$ cat config.mk
export PLATFORM = sky130hd
export DESIGN_NAME = imem_boot_loader_flat
export DESIGN_NICKNAME = d
export VERILOG_FILES = /design/src/rtl/imem_boot_loader_if.sv /design/src/rtl/imem_boot_loader.sv /design/src/flat_wrapper.sv
export SDC_FILE = /design/constraint.sdc
export NUM_CORES = 1
export LEC_CHECK = 0
export BUFFER_PORTS_ARGS = -buffer_cell sky130_fd_sc_hd__buf_2
export CAP_MARGIN = 20
export CORE_ASPECT_RATIO = 0.75
export CORE_MARGIN = 10
export CORE_UTILIZATION = 54
export DETAILED_ROUTE_END_ITERATION = 7
export GPL_ROUTABILITY_DRIVEN = 0
export PLACE_DENSITY = 0.87
export SLEW_MARGIN = 20
export SYNTH_ARGS = -nofsm -noshare
export SYNTH_HDL_FRONTEND = slang
export SYNTH_SLANG_ARGS = --single-unit
$ cat constraint.sdc
create_clock -name clk -period 3 [get_ports clk]
set_clock_uncertainty 0.15 [all_clocks]
set_input_delay 0.6 -clock clk [delete_from_list [all_inputs] [get_ports clk]]
set_output_delay 0.6 -clock clk [all_outputs]
set_load 0.05 [all_outputs]
$ cat src/rtl/imem_boot_loader_if.sv
// Byte-stream handshake into the boot loader: the host drives data/valid,
// the loader answers with ready.
interface imem_boot_loader_if;
   logic [7:0] rx_data;
   logic       rx_valid;
   logic       rx_ready;

   modport master (output rx_data, output rx_valid, input rx_ready);
   modport slave  (input rx_data, input rx_valid, output rx_ready);
endinterface

$ cat src/rtl/imem_boot_loader.sv
// Boot loader: assembles little-endian words from a byte stream, writes them to
// instruction memory while holding the core in reset, then hands over to fetch.
//
// state  | meaning
// S_HDR  | collecting the length word N
// S_DATA | collecting program words, one memory write per completed word
// S_LAST | writing the final word, byte stream paused
// S_RUN  | core released, memory address follows fetch_addr
// S_ERR  | N exceeded memory capacity, waiting for reload
module imem_boot_loader #(
   parameter int INSTR_MEM_SIZE_BYTES = 1024
) (
   input  logic                 clk,
   input  logic                 rst_n,
   imem_boot_loader_if.slave    rx,
   input  logic                 reload,
   input  logic [31:0]          fetch_addr,
   output logic [31:0]          mem_addr,
   output logic [31:0]          mem_wdata,
   output logic                 mem_we,
   output logic                 cpu_rst_n,
   output logic                 load_done,
   output logic                 load_err,
   output logic [15:0]          words_loaded
);

   localparam int          DEPTH   = INSTR_MEM_SIZE_BYTES / 4;
   localparam logic [31:0] DEPTH_W = 32'(DEPTH);

   typedef enum logic [2:0] {
      S_HDR,
      S_DATA,
      S_LAST,
      S_RUN,
      S_ERR
   } state_t;

   state_t      state_q, state_d;
   logic [1:0]  byte_cnt_q, byte_cnt_d;
   logic [31:0] asm_q, asm_d;
   logic [31:0] n_q, n_d;
   logic        we_q, we_d;
   logic [31:0] wdata_q, wdata_d;
   logic [15:0] wcnt_q, wcnt_d;
   logic        cpu_rst_n_q, cpu_rst_n_d;
   logic        load_done_q, load_done_d;
   logic        load_err_q, load_err_d;

   logic        rx_ready;
   logic        accept;
   logic        word_done;
   logic [31:0] word_full;

   assign rx_ready  = (state_q == S_HDR) || (state_q == S_DATA);
   assign rx.rx_ready = rx_ready;
   assign accept    = rx.rx_valid && rx_ready;
   assign word_done = accept && (byte_cnt_q == 2'd3);
   assign word_full = {rx.rx_data, asm_q[23:0]};

   always_comb begin
      state_d     = state_q;
      byte_cnt_d  = byte_cnt_q;
      asm_d       = asm_q;
      n_d         = n_q;
      we_d        = 1'b0;
      wdata_d     = wdata_q;
      wcnt_d      = wcnt_q + {15'd0, we_q};
      cpu_rst_n_d = cpu_rst_n_q;

      if (accept) begin
         byte_cnt_d = 2'(byte_cnt_q + 2'd1);
         asm_d[{byte_cnt_q, 3'b000} +: 8] = rx.rx_data;
      end

      case (state_q)
         S_HDR: begin
            if (word_done) begin
               if (word_full == 32'd0) begin
                  state_d     = S_RUN;
                  cpu_rst_n_d = 1'b1;
               end else if (word_full > DEPTH_W) begin
                  state_d = S_ERR;
               end else begin
                  n_d     = word_full;
                  state_d = S_DATA;
               end
            end
         end
         S_DATA: begin
            if (word_done) begin
               we_d    = 1'b1;
               wdata_d = word_full;
               // wcnt_q already counts every earlier word: their writes finished
               // at least three cycles before this completion.
               if (({16'd0, wcnt_q} + 32'd1) == n_q) begin
                  state_d = S_LAST;
               end
            end
         end
         S_LAST: begin
            state_d     = S_RUN;
            cpu_rst_n_d = 1'b1;
         end
         S_RUN, S_ERR: begin
            if (reload) begin
               state_d     = S_HDR;
               cpu_rst_n_d = 1'b0;
               wcnt_d      = 16'd0;
               byte_cnt_d  = 2'd0;
               asm_d       = 32'd0;
            end
         end
         default: begin
            state_d     = S_HDR;
            cpu_rst_n_d = 1'b0;
         end
      endcase

      load_done_d = (state_d == S_RUN);
      load_err_d  = (state_d == S_ERR);
   end

   always_ff @(posedge clk or negedge rst_n) begin
      if (!rst_n) begin
         state_q     <= S_HDR;
         byte_cnt_q  <= 2'd0;
         asm_q       <= 32'd0;
         n_q         <= 32'd0;
         we_q        <= 1'b0;
         wdata_q     <= 32'd0;
         wcnt_q      <= 16'd0;
         cpu_rst_n_q <= 1'b0;
         load_done_q <= 1'b0;
         load_err_q  <= 1'b0;
      end else begin
         state_q     <= state_d;
         byte_cnt_q  <= byte_cnt_d;
         asm_q       <= asm_d;
         n_q         <= n_d;
         we_q        <= we_d;
         wdata_q     <= wdata_d;
         wcnt_q      <= wcnt_d;
         cpu_rst_n_q <= cpu_rst_n_d;
         load_done_q <= load_done_d;
         load_err_q  <= load_err_d;
      end
   end

   assign mem_addr     = (state_q == S_RUN) ? fetch_addr : {14'd0, wcnt_q, 2'b00};
   assign mem_wdata    = wdata_q;
   assign mem_we       = we_q;
   assign cpu_rst_n    = cpu_rst_n_q;
   assign load_done    = load_done_q;
   assign load_err     = load_err_q;
   assign words_loaded = wcnt_q;

endmodule

$ cat src/flat_wrapper.sv
// flat-port wrapper written by rule: the top's interface ports become plain ports
module imem_boot_loader_flat 
#(
   parameter int INSTR_MEM_SIZE_BYTES = 1024
)
  (clk, rst_n, reload, fetch_addr, mem_addr, mem_wdata, mem_we, cpu_rst_n, load_done, load_err, words_loaded, rx_rx_data, rx_rx_valid, rx_rx_ready);
  imem_boot_loader_if rx_i ();
  input  logic clk;
  input  logic rst_n;
  input  logic reload;
  input  logic [31:0] fetch_addr;
  output logic [31:0] mem_addr;
  output logic [31:0] mem_wdata;
  output logic mem_we;
  output logic cpu_rst_n;
  output logic load_done;
  output logic load_err;
  output logic [15:0] words_loaded;
  input wire logic [$bits(rx_i.rx_data)-1:0] rx_rx_data;
  input wire logic [$bits(rx_i.rx_valid)-1:0] rx_rx_valid;
  output wire logic [$bits(rx_i.rx_ready)-1:0] rx_rx_ready;
  assign rx_i.rx_data = rx_rx_data;
  assign rx_i.rx_valid = rx_rx_valid;
  assign rx_rx_ready = rx_i.rx_ready;
  imem_boot_loader #(.INSTR_MEM_SIZE_BYTES(INSTR_MEM_SIZE_BYTES)) u_core (.clk(clk), .rst_n(rst_n), .rx(rx_i), .reload(reload), .fetch_addr(fetch_addr), .mem_addr(mem_addr), .mem_wdata(mem_wdata), .mem_we(mem_we), .cpu_rst_n(cpu_rst_n), .load_done(load_done), .load_err(load_err), .words_loaded(words_loaded));
endmodule
# After elaboration in Yosys (flattened, before gate mapping)
# Index checks and enable logic that the tools add are counted.
dict set report totals {
  output_inout_bits 85
  elab_cells 63
  register_bits 121
}
dict set report op_classes {
  n_bitwise 3
  eq_ne 11
  n_mux 23
  n_reduce_logical 9
  n_shift 2
  order_cmp 1
  addsub 4
}
# op count
set ops {}
lappend ops {{$mux 32} 4}
lappend ops {{$bwmux 32} 1}
lappend ops {{$eq 32x32->1} 1}
lappend ops {{$gt 32x9->1 const B} 1}
lappend ops {{$logic_not 32->1} 1}
lappend ops {{$mux 16} 2}
lappend ops {{$shift 8x7->32 const A} 1}
lappend ops {{$shiftx 8x7->32} 1}
lappend ops {{$mux 3} 6}
lappend ops {{$add 16x1->17 const B} 1}
lappend ops {{$add 16x1->16} 1}
lappend ops {{$pmux 3 s4} 1}
lappend ops {{$eq 3x2->1 const B} 3}
lappend ops {{$reduce_and 4->1} 2}
lappend ops {{$neg 5->7} 1}
lappend ops {{$eq 3x3->1 const B} 2}
lappend ops {{$mux 2} 3}
lappend ops {{$mux 1} 5}
lappend ops {{$ne 2x2->1 const B} 2}
lappend ops {{$pmux 1 s4} 1}
lappend ops {{$eq 3x1->1 const B} 1}
lappend ops {{$logic_not 3->1} 1}
lappend ops {{$not 1->1} 3}
lappend ops {{$add 2x1->2 const B} 1}
lappend ops {{other kinds (6)} 7}

# Longest topological paths before layout
dict set report depth {
  word_depth 7
  ltp_mapped 9
  mapped_depth_nobuf 7
}

# Least setup slack after synthesis
# OpenSTA, ideal clock, no wires.
dict set report synth_timing {
  kind {register to output}
  start {register u_core.state_q[2]}
  end {output port mem_addr[14]}
  path_stages_with_launch 7
  path_buffers 3
  setup_slack_ns -0.067
  arrival_time_ns 2.317
  path_cell_list {dfrtp_1 -> buf_2 -> and2b_1 -> and2_1 -> buf_2 -> buf_2 -> o21ai_0}
}
dict set report synth_between {
  elab_chain_len 2
}
# item line_no
set synth_lines {}
lappend synth_lines {{from (decl)} imem_boot_loader.sv:38} ;# state_t state_q, state_d;
lappend synth_lines {{from (signal assigned)} imem_boot_loader.sv:136} ;# state_q <= state_d;
lappend synth_lines {{$eq 3x2->1} imem_boot_loader.sv:149} ;# assign mem_addr = (state_q == S_RUN) ? fetch_addr : {14'd0, wcnt_q, 2'b00};
lappend synth_lines {{$mux 32} imem_boot_loader.sv:149}
lappend synth_lines {{to (decl)} flat_wrapper.sv:12} ;# output logic [31:0] mem_addr;
# Every way passes these cells.

# Worst setup path in the final report
dict set report layout_timing {
  start {register u_core.state_q[2]}
  end {output port mem_addr[16]}
}
# The elaborated chain is that of the path after synthesis.

==> reports/metrics.cfg <==
[pwr]
irDropWorstVdd_mv = 0.4589
power.density_nw_per_um2 = 1010
leakage_nw = 3.458

[routing]
dr_wl_met2_um = 7526
drt.antenna.violating_nets = 0
dr_total_vias = 4805
route.detailed.wl_per_inst_um = 19.77
drt_iter0_drc = 464
post-route-drc-count = 0
dr_wl_met3_um = 1912
wl_met1_um = 6177
wl_um = 15960
viasPerCell = 5.954
routed.top_layer = met4
dr.pass1.iters = 5

[sta]
relSlewSlack_pct = 44.68
rsz0062_at_grt = false
fmax_mhz = 351.5
finalSetupViolCount = 0
finalHoldViolCount = 0
drv_slew = 0
fin_crit_sh_pct = 94.83
tightestPinTransition_ns = 0.8280
worst_slack_ns = 0.1552
fin_crit_ns = 2.845

[placed_design]
place_hpwl_um = 10980
dp_cells = 774
place_ws_ns = 0.4673
portBuffers = 128

[hold_path]
hold_class = reg -> reg

[floorplanning]
die_h_um = 108.3
io_pins = 129
rows = 32
die_area_sq_um = 14910
start_util_pct = 54.98
core_sq_um = 10210
die_x_um = 137.7

[logic_synthesis]
synthCells = 528
synth_fa_ha_area_share_pct = 1.783
yosysSeqAreaShare_pct = 50.38
synth_xor_area_share_pct = 5.617
ys_ff_latch = 113
synth_compound_area_share_pct = 6.621
synthSimpleGateAreaFrac_pct = 20.66
syn_area_sq_um = 5613
async_reset_ff_share_pct = 100.0
syn_avg_cell_area_sq_um = 10.63
synth_top_family_by_area = simple AND/OR/NAND/NOR gates
yosysUniqueCellTypes = 57
ys_warn_count = 0
synth_top_cell_area_share_pct = 50.38
synth_flop_cell = dfrtp_1
synthMuxAreaShare_pct = 11.21
synth_fp_nets = 580
synth_area_leaders = dfrtp_1 50%, mux2_2 9.6%, a21oi_1 3.5%
synth_edf_count = 0
yosysTopAreaCell = dfrtp_1

[layout]
multiInputGateArea_sq_um = 2579
fin_cells = 807
layout.area.seq_sq_um = 2828
layout-drive-gt1-share_pct = 34.58
antenna-diode-count = 0
fill_cells = 690
nets = 710
area.growth.synth_to_final_pct = 24.10

[clock_network]
post_cts_buffers = 0
cts_tree = done
h-tree-depth = 4
insertion_delay_ns = 0.41
clockBufferDepth = 2
clock_sinks = 113
cts-hold-fix-buffers = 1
numCtsBuffers = 17
cts_resized = 0
clk_pin_slew_ns = 0.05
root_buffer = clkbuf_16

[critical_path]
crit_type = reg -> out
end_kind = primary output
crit_slowest_cell = dfrtp_1
critPathMaxFanout = 12
arrival_ns = 2.09
setup.worst_path.start_class = register
cp.buffers_inverters = 2
crit_path_max_incr_delay_ns = 0.48
cp_top_family = flip-flops
rrSetupSlack_ns = 0.38
cp_cell_sequence = and2b_1 -> and2_1 -> buf_4 -> mux2_2 -> buf_2
cp.required_ns = 2.25

[grt]
grt_max_degree = 85
track_usage_pct = 21.13
grt_pass1_vias = 4771
grt_overflow_total = 0
grt_pass1_wl_um = 25140
antenna_found_initial = 0

[status]
outcome = finished, final reports clean

[job]
maxCapViolations = 0

==> layer usage <==
layer,track usage [%],up-vias
li1,-,2120
met1,26.07,2341
met2,33.75,299
met3,7.183,45
met4,8.098,0
met5,0,-
==> path summary, 6_finish.rpt <==
path                                   startpoint                end  cells after the start
min                              u_core.cpu_rst_n   u_core.cpu_rst_n                      1
max reg2reg                u_core.words_loaded[0]  u_core.state_q[1]                      7
max                             u_core.state_q[2]       mem_addr[16]                      5
max in group asynchronous                   rst_n   u_core.cpu_rst_n                      3
min in group asynchronous                   rst_n     u_core.n_q[17]                      2
min reg2reg                      u_core.cpu_rst_n   u_core.cpu_rst_n                      1
==> registers in the layout, indices dropped and copies added (netlist names) <==
| name | cells |
|---|---|
| u_core.words_loaded | 16 |
| u_core.asm_q | 24 |
| u_core.cpu_rst_n | 1 |
| u_core.state_q | 3 |
| u_core.load_done | 1 |
| u_core.n_q | 32 |
| u_core.load_err | 1 |
| u_core.byte_cnt_q | 2 |
| u_core.mem_wdata | 32 |
| u_core.mem_we | 1 |
==> synth_stat cells, types with 2 or more instances <==
library cell	number
dfrtp_1	113
nand2_1	52
mux2_2	48
a21oi_1	39
nand3_1	34
and2_1	28
nor2_1	27
xnor2_1	19
and3_1	18
xor2_1	17
nor4_1	14
buf_2	11
clkbuf_1	8
ha_1	8
nor3_1	8
mux2_1	7
nand4_1	6
o21ai_0	6
inv_1	5
buf_4	4
buf_6	4
nor2b_1	4
or3_1	4
buf_1	3
nand2b_1	3
nor3b_1	3
a211oi_1	2
nand3b_1	2
o21a_1	2
o311ai_0	2
==> placed cells by master, fill, tap and decap left out, types with 2 or more instances in the layout <==
| master | Yosys | layout |
|---|---|---|
| nand3_1 | 34 | 34 |
| o21ai_0 | 6 | 6 |
| nor2_1 | 27 | 27 |
| xnor2_1 | 19 | 19 |
| nand3b_1 | 2 | 2 |
| mux2_1 | 7 | 7 |
| or3_1 | 4 | 4 |
| nor3b_1 | 3 | 3 |
| a21oi_1 | 39 | 39 |
| and2_1 | 28 | 28 |
| and3_1 | 18 | 18 |
| buf_4 | 4 | 14 |
| dfrtp_1 | 113 | 113 |
| clkinv_4 | 0 | 3 |
| buf_2 | 11 | 127 |
| nand4_1 | 6 | 6 |
| bufinv_16 | 0 | 2 |
| clkinvlp_4 | 0 | 3 |
| o311ai_0 | 2 | 2 |
| nor4_1 | 14 | 14 |
| clkbuf_8 | 1 | 3 |
| nand2_1 | 52 | 52 |
| mux2_2 | 48 | 48 |
| inv_1 | 5 | 5 |
| ha_1 | 8 | 8 |
| clkbuf_16 | 0 | 17 |
| nor2b_1 | 4 | 3 |
| nand2b_1 | 3 | 3 |
| nor3_1 | 8 | 8 |
| a211oi_1 | 2 | 2 |
| clkinv_2 | 0 | 3 |
| xor2_1 | 17 | 17 |
| o21a_1 | 2 | 2 |
==> layout make-up <==
type	count	area share [%]
repair buffers	143	11.07
inverters	5	0.2694
multi-input cells	378	37.02
well taps	136	2.443
clock inverters	12	1.904
flip-flops and latches	113	40.60
clock buffers	20	6.700
==> stage by stage <==
stage	area, sq um	TNS (ns)	utilization [%]	hold slack [ns]	total power [mW]
final	6965	0	68.22	0.3283	7.035
after global routing	6965	0	68.22	0.3502	7.329
after CTS	6965	0	68.22	0.3331	7.025
after detailed placement	6356	0	62.25	0.3223	4.946
after global placement	6356	0	62.25	0.3157	4.852
after floorplan	5613	-0.1344	-	0.1544	4.237
==> cells by family (layout without fill, tap and decap cells) <==
group                    Yosys count  count (layout)
AO/OA/AOI/OAI                     63              63
XOR/XNOR                          36              36
adder cells (fa/ha/maj)            8               8
buffers and inverters             37             180
flip-flops                       113             113
multiplexers                      56              56
AND/OR/NAND/NOR                  215             215
==> power by group <==
group          internal, mW  total, mW  switching (mW)
sequential             1.87       2.25           0.377
clock                  1.29       2.02           0.731
combinational         0.794       2.77            1.98
Note: power is estimated with default switching activity, not from simulation.
